`src/rtl/hand_ctrl_trap_pkg.sv`:
```
// Shared constants and helpers for the hand-controller trap block.
// Defaults describe the classic three-group, eight-bit, active-low arrangement.
package hand_ctrl_trap_pkg;

   localparam int   DEF_NGRP    = 3;
   localparam int   DEF_GW      = 8;
   localparam int   DEF_DEB     = 2;
   localparam int   DEF_ACT_LOW = 1;
   localparam logic INACTIVE_LVL = (DEF_ACT_LOW != 0) ? 1'b1 : 1'b0;

   // Smallest width able to hold values 0..n-1; never below one bit.
   function automatic int clog2(input int n);
      int r;
      r = 1;
      for (int i = 1; i < 31; i++) begin
         if ((1 << i) < n) r = i + 1;
      end
      return r;
   endfunction

endpackage

```
`src/rtl/trap_debounce_bit.sv`:
```
// Single-bit N-sample debouncer with a strobe for a change to the active level.
// The strobe is combinational so the trap logic can act at the same edge.
module trap_debounce_bit
   import hand_ctrl_trap_pkg::*;
#(
   parameter int   DEB   = DEF_DEB,
   parameter logic INACT = INACTIVE_LVL
) (
   input  logic clk_i,
   input  logic rst_i,
   input  logic smpl_i,
   input  logic raw_i,
   output logic stable_o,
   output logic act_o
);

   localparam int CW = clog2(DEB + 1);

   logic [CW-1:0] cnt_q, cnt_d, cnt_inc;
   logic          stable_q, stable_d;
   logic          differ, flip;

   always_comb begin
      cnt_inc  = cnt_q + CW'(1);
      differ   = (raw_i != stable_q);
      flip     = smpl_i && differ && (cnt_inc == CW'(DEB));
      cnt_d    = cnt_q;
      stable_d = stable_q;
      if (smpl_i) begin
         if (flip) begin
            stable_d = raw_i;
            cnt_d    = '0;
         end else if (differ) begin
            cnt_d = cnt_inc;
         end else begin
            cnt_d = '0;
         end
      end
   end

   always_ff @(posedge clk_i or posedge rst_i) begin
      if (rst_i) begin
         cnt_q    <= '0;
         stable_q <= INACT;
      end else begin
         cnt_q    <= cnt_d;
         stable_q <= stable_d;
      end
   end

   assign stable_o = stable_q;
   assign act_o    = flip && (raw_i != INACT);

endmodule

```
`src/rtl/hand_ctrl_trap.sv`:
```
// Debounced trap groups with one-shot arms, pending flags and an interrupt pulse.
// A group trapping at the same edge as an arm write always ends disarmed.
module hand_ctrl_trap
   import hand_ctrl_trap_pkg::*;
#(
   parameter int NGRP    = DEF_NGRP,
   parameter int GW      = DEF_GW,
   parameter int DEB     = DEF_DEB,
   parameter int ACT_LOW = DEF_ACT_LOW
) (
   input  logic              CLOCK,
   input  logic              rst,
   input  logic              SMPL,
   input  logic [NGRP*GW-1:0] RAWIN,
   input  logic              ARMWE,
   input  logic [NGRP-1:0]   ARMD,
   input  logic [NGRP-1:0]   ACK,
   output logic [NGRP*GW-1:0] STABLE,
   output logic [NGRP-1:0]   ARMED,
   output logic [NGRP-1:0]   PEND,
   output logic              HNDRPT
);

   localparam logic INACT = ((ACT_LOW != 0) == (DEF_ACT_LOW != 0)) ? INACTIVE_LVL : !INACTIVE_LVL;

   logic [NGRP*GW-1:0] act;
   logic [NGRP-1:0]    evt, trap;
   logic [NGRP-1:0]    armed_q, armed_d, pend_q, pend_d;
   logic               hndrpt_q, hndrpt_d;

   for (genvar b = 0; b < NGRP*GW; b++) begin : g_deb
      trap_debounce_bit #(.DEB(DEB), .INACT(INACT)) u_deb (
         .clk_i   (CLOCK),
         .rst_i   (rst),
         .smpl_i  (SMPL),
         .raw_i   (RAWIN[b]),
         .stable_o(STABLE[b]),
         .act_o   (act[b])
      );
   end

   always_comb begin
      evt = '0;
      for (int g = 0; g < NGRP; g++) begin
         evt[g] = |act[g*GW +: GW];
      end
      trap     = evt & armed_q;
      armed_d  = (ARMWE ? ARMD : armed_q) & ~trap;
      pend_d   = (pend_q & ~ACK) | trap;
      // Only a fresh 0->1 on a pending flag requests an interrupt.
      hndrpt_d = |(trap & ~pend_q);
   end

   always_ff @(posedge CLOCK or posedge rst) begin
      if (rst) begin
         armed_q  <= '0;
         pend_q   <= '0;
         hndrpt_q <= 1'b0;
      end else begin
         armed_q  <= armed_d;
         pend_q   <= pend_d;
         hndrpt_q <= hndrpt_d;
      end
   end

   assign ARMED  = armed_q;
   assign PEND   = pend_q;
   assign HNDRPT = hndrpt_q;

endmodule

```
`config.mk`:
```
export PLATFORM = sky130hd
export DESIGN_NAME = hand_ctrl_trap
export DESIGN_NICKNAME = d
export VERILOG_FILES = /design/src/rtl/hand_ctrl_trap_pkg.sv /design/src/rtl/trap_debounce_bit.sv /design/src/rtl/hand_ctrl_trap.sv
export SDC_FILE = /design/constraint.sdc
export NUM_CORES = 1
export LEC_CHECK = 0
export ABC_AREA = 1
export CAP_MARGIN = 15
export CORE_AREA = 4 4 139 74
export CTS_BUF_LIST = sky130_fd_sc_hd__clkbuf_16
export DETAILED_ROUTE_END_ITERATION = 10
export DIE_AREA = 0 0 143 78
export PLACE_DENSITY = 0.75
export SYNTH_ARGS = -nofsm -noshare
export SYNTH_HDL_FRONTEND = slang
export SYNTH_SLANG_ARGS = --single-unit
```
`constraint.sdc`:
```
create_clock -name CLOCK -period 2.3 [get_ports CLOCK]
set_input_delay 0.46 -clock CLOCK [delete_from_list [all_inputs] [get_ports CLOCK]]
set_output_delay 0.46 -clock CLOCK [all_outputs]
set_load 0.05 [all_outputs]
```
==> Word level (Yosys, flattened, before mapping) <==
Index checks and enable logic that the tools add are counted.
{ "totals": {"ff_bits": 79, "in_bits": 34, "out_inout_bits": 31} }
{ "op_classes": {"add_sub_neg": 24, "eq_ne": 48, "n_mux": 49, "n_bitwise": 32, "n_reduce_logical": 100} }
{ "ops": {"columns": ["operator", "count"], "rows": [
  ["two-way mux 2 bit", 48],
  ["logical AND 1 bit", 72],
  ["adder 2 x 1 -> 2 bit (second input constant)", 24],
  ["== test 2 bit (second input constant)", 24],
  ["AND reduction 2 bit", 24],
  ["!= test 1 bit", 24],
  ["inverter 1 bit", 24],
  ["OR reduction 8 bit", 3],
  ["bitwise AND 3 bit", 4],
  ["inverter 3 bit", 3],
  ["two-way mux 3 bit", 1],
  ["bitwise OR 3 bit", 1],
  ["OR reduction 3 bit", 1]
]} }

==> Longest topological paths before layout <==
Gate-level depths: netlist (run 1).
{ "depth": {"depth_word": 8, "depth_mapped": 8, "depth_no_buf": 8} }

==> Modules after synthesis <==
Synthesis (run 1) repeated with hierarchy kept, for this count alone.
{ "unflattened": {"hier_cells": 614, "area_unflattened_um2": 4559.4} }
{ "modules_own_cells": {"columns": ["module", "n_inst", "cells_per_inst", "area_each_um2"], "rows": [
  ["trap_debounce_bit", 24, 23, 172.7],
  ["hand_ctrl_trap", 1, 62, 415.4]
]} }

==> Least setup slack after synthesis (run 1) <==
No wires, ideal clock.
{ "synth_timing": {"path_type": "input -> register", "from": "input SMPL", "to": "register hndrpt_q, in the netlist HNDRPT", "arrival_time_ns": 1.125, "required_ns": 2.174, "path_slack_ns": 1.049, "cell_stages": 8, "n_path_buf": 2, "path_cell_list": "buf_6 -> buf_6 -> nand4_1 -> nand2_1 -> nor2_2 -> nand2_2 -> nand3_2 -> nand3_1"} }
{ "synth_between": {"elab_chain_cells": 7, "word_cells_on_any_way": 78, "classes_between": "2 x bitwise; 76 x reduce/logical"} }
{ "synth_lines": {"columns": ["item", "line", "rtl"], "rows": [
  ["start, declared", "hand_ctrl_trap.sv:13", "input logic SMPL,"],
  ["logical AND 1 bit (2 in a row)", "trap_debounce_bit.sv:26", "flip = smpl_i && differ && (cnt_inc == CW'(DEB));"],
  ["logical AND 1 bit", "trap_debounce_bit.sv:52", "assign act_o = flip && (raw_i != INACT);"],
  ["OR reduction 8 bit", "hand_ctrl_trap.sv:45", "evt[g] = |act[g*GW +: GW];"],
  ["bitwise AND 3 bit (*)", "hand_ctrl_trap.sv:47", "trap = evt & armed_q;"],
  ["bitwise AND 3 bit (*)", "hand_ctrl_trap.sv:51", "hndrpt_d = |(trap & ~pend_q);"],
  ["OR reduction 3 bit (*)", "hand_ctrl_trap.sv:51", null],
  ["via hndrpt_d", "hand_ctrl_trap.sv:29", "logic hndrpt_q, hndrpt_d;"],
  ["end signal, assigned", "hand_ctrl_trap.sv:62", "hndrpt_q <= hndrpt_d;"],
  ["end, declared", "hand_ctrl_trap.sv:29", null]
]} }
The timed path passes the listed nets; every way through them passes the cells marked *.
A chain may end at the register's enable or synchronous reset.

==> Worst setup path in the final report (run 1) <==
{ "layout_timing": {"from": "register g_deb[1].u_deb.stable_q", "to": "output STABLE[1]"} }
{ "layout_lines": {"columns": ["item", "line", "rtl"], "rows": [
  ["start, declared", "trap_debounce_bit.sv:20", "logic stable_q, stable_d;"],
  ["start signal, assigned", "trap_debounce_bit.sv:47", "stable_q <= stable_d;"],
  ["end, declared", "hand_ctrl_trap.sv:18", "output logic [NGRP*GW-1:0] STABLE,"]
]} }
No word-level cell between the ends.

==> results.toml, run 1 <==
[layout]
drive_gt1_share_pct = 15.06
final_area_sq_mm = 0.005213
syn2layout_area_growth_pct = 19.51
antenna_cells = 0
fillers = 786
nNetsFinal = 551

[outcome]
status = "finished clean"

[sta]
hold_viol = 0
fin_ws_ps = 122.3
grt_setup_unrepaired = "false"
min_period_over_period_pct = 94.68
slew_viol_final = 0
max_freq_mhz = 459.2
maxSlewHeadroom_pct = 64.02
fin_worst_hold_slack_ps = 485.2
setup_violations = 0
tns_ps = 0
period_minus_slack_ps = 2178
skew_ps = 2.641
tightest_slew_ps = 538.0

[global_routing]
grt_first_pass_wirelength_microns = 15670
grt_pass1_vias = 3319
grt_start_max_net_pins = 80
antenna_found_initial = 0
track_usage_pct = 17.81
grt_overflow = 0

[critical_path]
critPathLaunch = "g_deb[1].u_deb.stable_o$_DFFE_PP1P_"
slowest_stage = "clkdlybuf4s50_1"
critPathRequiredTime_ps = 1840
r2r_cells = 7
criticalPathCategory = "register to output port"
critPathBufInv = 1
start_kind = "register"
worst-path-max-fanout = 4
cp_cell_sequence = "clkdlybuf4s50_1"
end_kind = "output port"
worstPathArrival_ps = 1720
r2r_start = "g_deb[9].u_deb.cnt_q[0]$_DFFE_PP0P_"
r2r_setup_slack_ps = 860
rr_endpoint = "HNDRPT$_DFF_PP0_"
cpPeakStageDelay_ps = 820
cp_top_family = "buffers and inverters"

[yosys]
synthesis.nets = 504
synth_top_family_by_area = "simple AND/OR/NAND/NOR gates"
synthSimpleGateAreaFrac_pct = 15.20
postSynthAreaPerCell_sq_um = 9.780
synth_common_cells = "nand2_1, dfrtp_1, inv_1, o21ai_0"
synth_adder_area_share_pct = 6.885
syn-instance-count = 446
synthMuxAreaShare_pct = 0.6885
yosysTopAreaCell = "dfrtp_1"
synthArstFlopShare_pct = 100.0
synth_area_sq_mm = 0.004362
post-synth-top-count-cell = "nand2_1"
yosysWarnings = 0
synth_flop_cell = "dfrtp_1"
synthTopCellsByArea = "dfrtp_1, dfstp_2, o32ai_2"
synth_edf_count = 0
synth_compound_area_share_pct = 14.89
synth_top_area_share_pct = 31.55
yosysSeqAreaShare_pct = 46.01
ys_types = 23
synth_xor_area_share_pct = 4.819
synth_seq_cells = 79

[pwr]
ir_drop_v = 0.0007790
p_leak_nw = 2.328
pwr_density_cell_mw_per_mm2 = 1383

[route]
num_vias = 3155
routed_wl_microns = 8946
route.detailed.drc = 0
ant_nets = 0
wl_per_cell_microns = 14.45
drt-vias-per-instance = 5.097
drtIter0Drc = 167
drt_first_pass_iters = 4

[floorplan]
dieArea_sq_mm = 0.01115
die_w_microns = 143
core-area_sq_mm = 0.009165
io_pins = 65
die_h_microns = 78
start_util_pct = 47.59
placementRows = 25

[flow_run]
max-cap-violations = 0

[clock_tree]
cts_sinks = 79
cts_max_level = 3
cts-buffers-inserted = 9
clock_latency_ps = 330
clockBufferDepth = 2
ctsHoldBuffers = 0
clock-root-buffer = "clkbuf_16"
post_cts_buffers = 0
cts_tree = "yes"
cts.repair.resized = 0
clk_pin_slew_ps = 60

[placement]
place_worst_setup_slack_ps = 476.6
postPlaceCellArea_sq_mm = 0.004932
hpwl_microns = 6453
place_congestion = 0.7689
portBuffers = 64

[hold_path]
min_to = "g_deb[10].u_deb.cnt_q[0]$_DFFE_PP0P_"
hp-class = "register to register"
hold_depth = 1
min_from = "g_deb[10].u_deb.cnt_q[0]$_DFFE_PP0P_"
[per-layer routing]
layer / wire length (microns) / track usage, % / up-vias / share of wire (%)
met4: 105 / 5.028 / 0 / 1.2
met3: 726 / 6.589 / 12 / 8.1
met5: 0 / 0 / - / 0
met2: 3784 / 25.66 / 74 / 42
li1: - / - / 1588 / -
met1: 4330 / 25.12 / 1481 / 48
[metrics by stage]
step | std cells | utilization [%] | power [mW]
after floorplan | 446 | - | 5.168
after global placement | 603 | 53.82 | 5.706
after detailed placement | 603 | 53.82 | 5.876
after CTS | 619 | 56.87 | 7.280
after global routing | 619 | 56.87 | 7.752
final | 619 | 56.87 | 7.206
[flip-flops by register name, indices dropped and copies added (netlist names)]
register,count
g_deb.u_deb.stable_o,24
g_deb.u_deb.cnt_q,48
HNDRPT,1
ARMED,3
PEND,3
[cells in the final DEF (no fill, tap or decap)]
cell	netlist	layout
ha_1	24	24
clkdlybuf4s50_1	0	63
buf_4	27	9
mux2i_1	3	3
clkinvlp_4	0	1
nor2_1	4	4
buf_12	0	1
nand3_1	27	27
nand2_1	89	89
xor2_1	24	24
nand3_2	1	1
bufinv_16	0	1
inv_2	1	1
dfrtp_1	55	55
o32ai_1	2	2
inv_1	52	52
clkinv_2	0	2
o21ai_1	22	22
a21oi_2	1	1
nand2_2	1	1
o32ai_2	22	22
o21ai_0	29	29
clkbuf_16	0	9
clkinv_1	0	3
nor2_2	2	2
a21oi_1	2	2
nand4_1	24	24
dfstp_2	24	24
[worst register-to-register path, stage by stage (launching register included)]
cell	delay (ps)
dfrtp_1	400
ha_1	250
nand4_1	130
nand2_1	80
nor2_1	180
nand2_1	120
nand3_1	80
nand3_1	80
[cell type report]
| cell class | instances | area, sq um | share of cell area (%) |
|---|---|---|---|
| Multi-Input combinational cell | 277 | 1853 | 35.55 |
| Tap cell | 121 | 151.4 | 2.904 |
| Inverter | 53 | 202.7 | 3.889 |
| Timing Repair Buffer | 73 | 718.2 | 13.78 |
| Clock buffer | 9 | 225.2 | 4.321 |
| Sequential cell | 79 | 2007 | 38.50 |
| Clock inverter | 7 | 55.05 | 1.056 |
[logic make-up (layout without fill, tap and decap cells)]
group / Yosys count / count (layout)
AOI/OAI and AO/OA: 78 / 78
xor gates and xnor gates: 24 / 24
adders and majority gates: 24 / 24
buffers and inverters: 90 / 142
DFF: 79 / 79
muxes: 3 / 3
and+or+nand+nor: 148 / 148
[power breakdown]
| group | internal (mW) | switching (mW) |
|---|---|---|
| clock | 0.821 | 0.536 |
| sequential | 2.11 | 0.469 |
| combinational | 1.23 | 2.04 |
| total | 4.16 | 3.05 |
[worst max path at each step]
stage | to | slack, ps | cells after the start
after detailed placement | STABLE[15] | 480 | 1
after CTS | STABLE[15] | 110 | 1
after floorplan | ARMED[0]$_DFF_PP0_ | 960 | 1
after global placement | STABLE[15] | 480 | 1
final | STABLE[1] | 120 | 1
after global routing | STABLE[16] | 60 | 1
Power figures use the tool's default switching activity.
==> run 2, diff against run 1 <==
--- a/config.mk
+++ b/config.mk
@@ -11,7 +11,9 @@
 export CTS_BUF_LIST = sky130_fd_sc_hd__clkbuf_16
 export DETAILED_ROUTE_END_ITERATION = 10
 export DIE_AREA = 0 0 143 78
-export PLACE_DENSITY = 0.75
+export PLACE_DENSITY_LB_ADDON = 0.05
+export SETUP_SLACK_MARGIN = 0.1
+export SKIP_CTS_REPAIR_TIMING = 1
 export SYNTH_ARGS = -nofsm -noshare
 export SYNTH_HDL_FRONTEND = slang
 export SYNTH_SLANG_ARGS = --single-unit
==> results.toml, run 2 (synthesis gave the netlist of run 1 again) <==
[outcome]
status = "finished clean"

[sta]
setup_violations = 0
grt_setup_unrepaired = "false"
hold_viol = 0
period_minus_slack_ps = 2164
maxSlewHeadroom_pct = 63.47
fin_worst_hold_slack_ps = 483.7
skew_ps = 6.586
tns_ps = 0
fin_ws_ps = 135.7
max_freq_mhz = 462.1
slew_viol_final = 0
tightest_slew_ps = 546.3
min_period_over_period_pct = 94.10

[floorplan]
core-area_sq_mm = 0.009165
placementRows = 25
die_w_microns = 143
dieArea_sq_mm = 0.01115
die_h_microns = 78
start_util_pct = 47.59
io_pins = 65

[clock_tree]
cts_tree = "yes"
cts-buffers-inserted = 9
clk_pin_slew_ps = 60
clockBufferDepth = 2
cts_max_level = 3
cts_sinks = 79
clock-root-buffer = "clkbuf_16"
clock_latency_ps = 330

[critical_path]
critPathRequiredTime_ps = 1840
slowest_stage = "clkdlybuf4s50_1"
worstPathArrival_ps = 1700
worst-path-max-fanout = 4
cpPeakStageDelay_ps = 810
r2r_setup_slack_ps = 760
end_kind = "output port"
cp_cell_sequence = "clkdlybuf4s50_1"
critPathBufInv = 1
start_kind = "register"
cp_top_family = "buffers and inverters"
criticalPathCategory = "register to output port"

[route]
drt-vias-per-instance = 5.138
drtIter0Drc = 126
ant_nets = 0
wl_per_cell_microns = 15.03
route.detailed.drc = 0
routed_wl_microns = 9261
num_vias = 3165
drt_first_pass_iters = 4

[pwr]
ir_drop_v = 0.0007146
total_power_mw = 7.574
pwr_density_cell_mw_per_mm2 = 1421
p_leak_nw = 2.523

[flow_run]
max-cap-violations = 0

[global_routing]
grt_first_pass_wirelength_microns = 15860
met1_usage_pct = 25.55
grt_start_max_net_pins = 50
top_usage_layer = "met2"
use_met2_pct = 26.97
grt_overflow = 0
global_route.usage.met3_pct = 5.419
grt_pass1_vias = 3254
track_usage_pct = 18.02
antenna_found_initial = 0

[layout]
syn2layout_area_growth_pct = 22.17
largest_reg_flops = 48
fin_util_pct = 58.14
nNetsFinal = 548
antenna_cells = 0
regMostFlops = "g_deb.u_deb.cnt_q"
final_cell_count_no_fill = 616
fillers = 774
final_cell_mix = "nand2_1, dfrtp_1, inv_1, clkdlybuf4s50_1, o21ai_0"
final_common_cell = "nand2_1"
drive_gt1_share_pct = 15.15
final_area_sq_mm = 0.005329

[placement]
place_congestion = 0.7357
postPlaceCellArea_sq_mm = 0.004935
numPlacedInstances = 600
place_worst_setup_slack_ps = 478.0
hpwl_microns = 6800
portBuffers = 64

[hold_path]
hp-class = "register to register"
## run 2: cell types whose count changed in the layout (fill, tap and decap cells not counted)
cell and delta:
clkinv_1 -3, clkdlybuf4s50_1 -13, clkinvlp_4 +1, bufinv_16 +3
buf_12 +2, buf_4 -5, dlymetal6s2s_1 +13, clkinv_2 -1
## run 2: cell type report
type	instances	area, sq um	area share, %
Clock inverter	7	136.4	2.559
Sequential cell	79	2007	37.66
Inverter	53	202.7	3.804
Tap cell	121	151.4	2.841
Clock buffer	9	225.2	4.226
Multi-Input combinational cell	277	1853	34.77
Timing Repair Buffer	70	753.2	14.13
## run 2: metal layers
layer / routed length (microns) / vias up
li1: - / 1584
met1: 4670 / 1501
met2: 4044 / 73
met3: 480 / 7
met4: 65 / 0
met5: 0 / -
## run 2: path summary, 6_finish.rpt
path	startpoint	to	cells after the start
worst max register to register	g_deb[15].u_deb.cnt_q[0]$_DFFE_PP0P_	HNDRPT$_DFF_PP0_	7
worst min register to register	g_deb[9].u_deb.cnt_q[0]$_DFFE_PP0P_	g_deb[9].u_deb.cnt_q[0]$_DFFE_PP0P_	1
worst min-delay path	g_deb[9].u_deb.cnt_q[0]$_DFFE_PP0P_	g_deb[9].u_deb.cnt_q[0]$_DFFE_PP0P_	1
min in group asynchronous	rst	g_deb[2].u_deb.cnt_q[1]$_DFFE_PP0P_	2
worst max-delay path	g_deb[11].u_deb.stable_o$_DFFE_PP1P_	STABLE[11]	1
max in group asynchronous	rst	g_deb[19].u_deb.stable_o$_DFFE_PP1P_	3
## run 2: power breakdown
part           switching, mW  internal (mW)  leakage [nW]
combinational           2.06           1.22          1.38
clock                  0.554           1.16         0.177
sequential             0.458           2.11         0.968
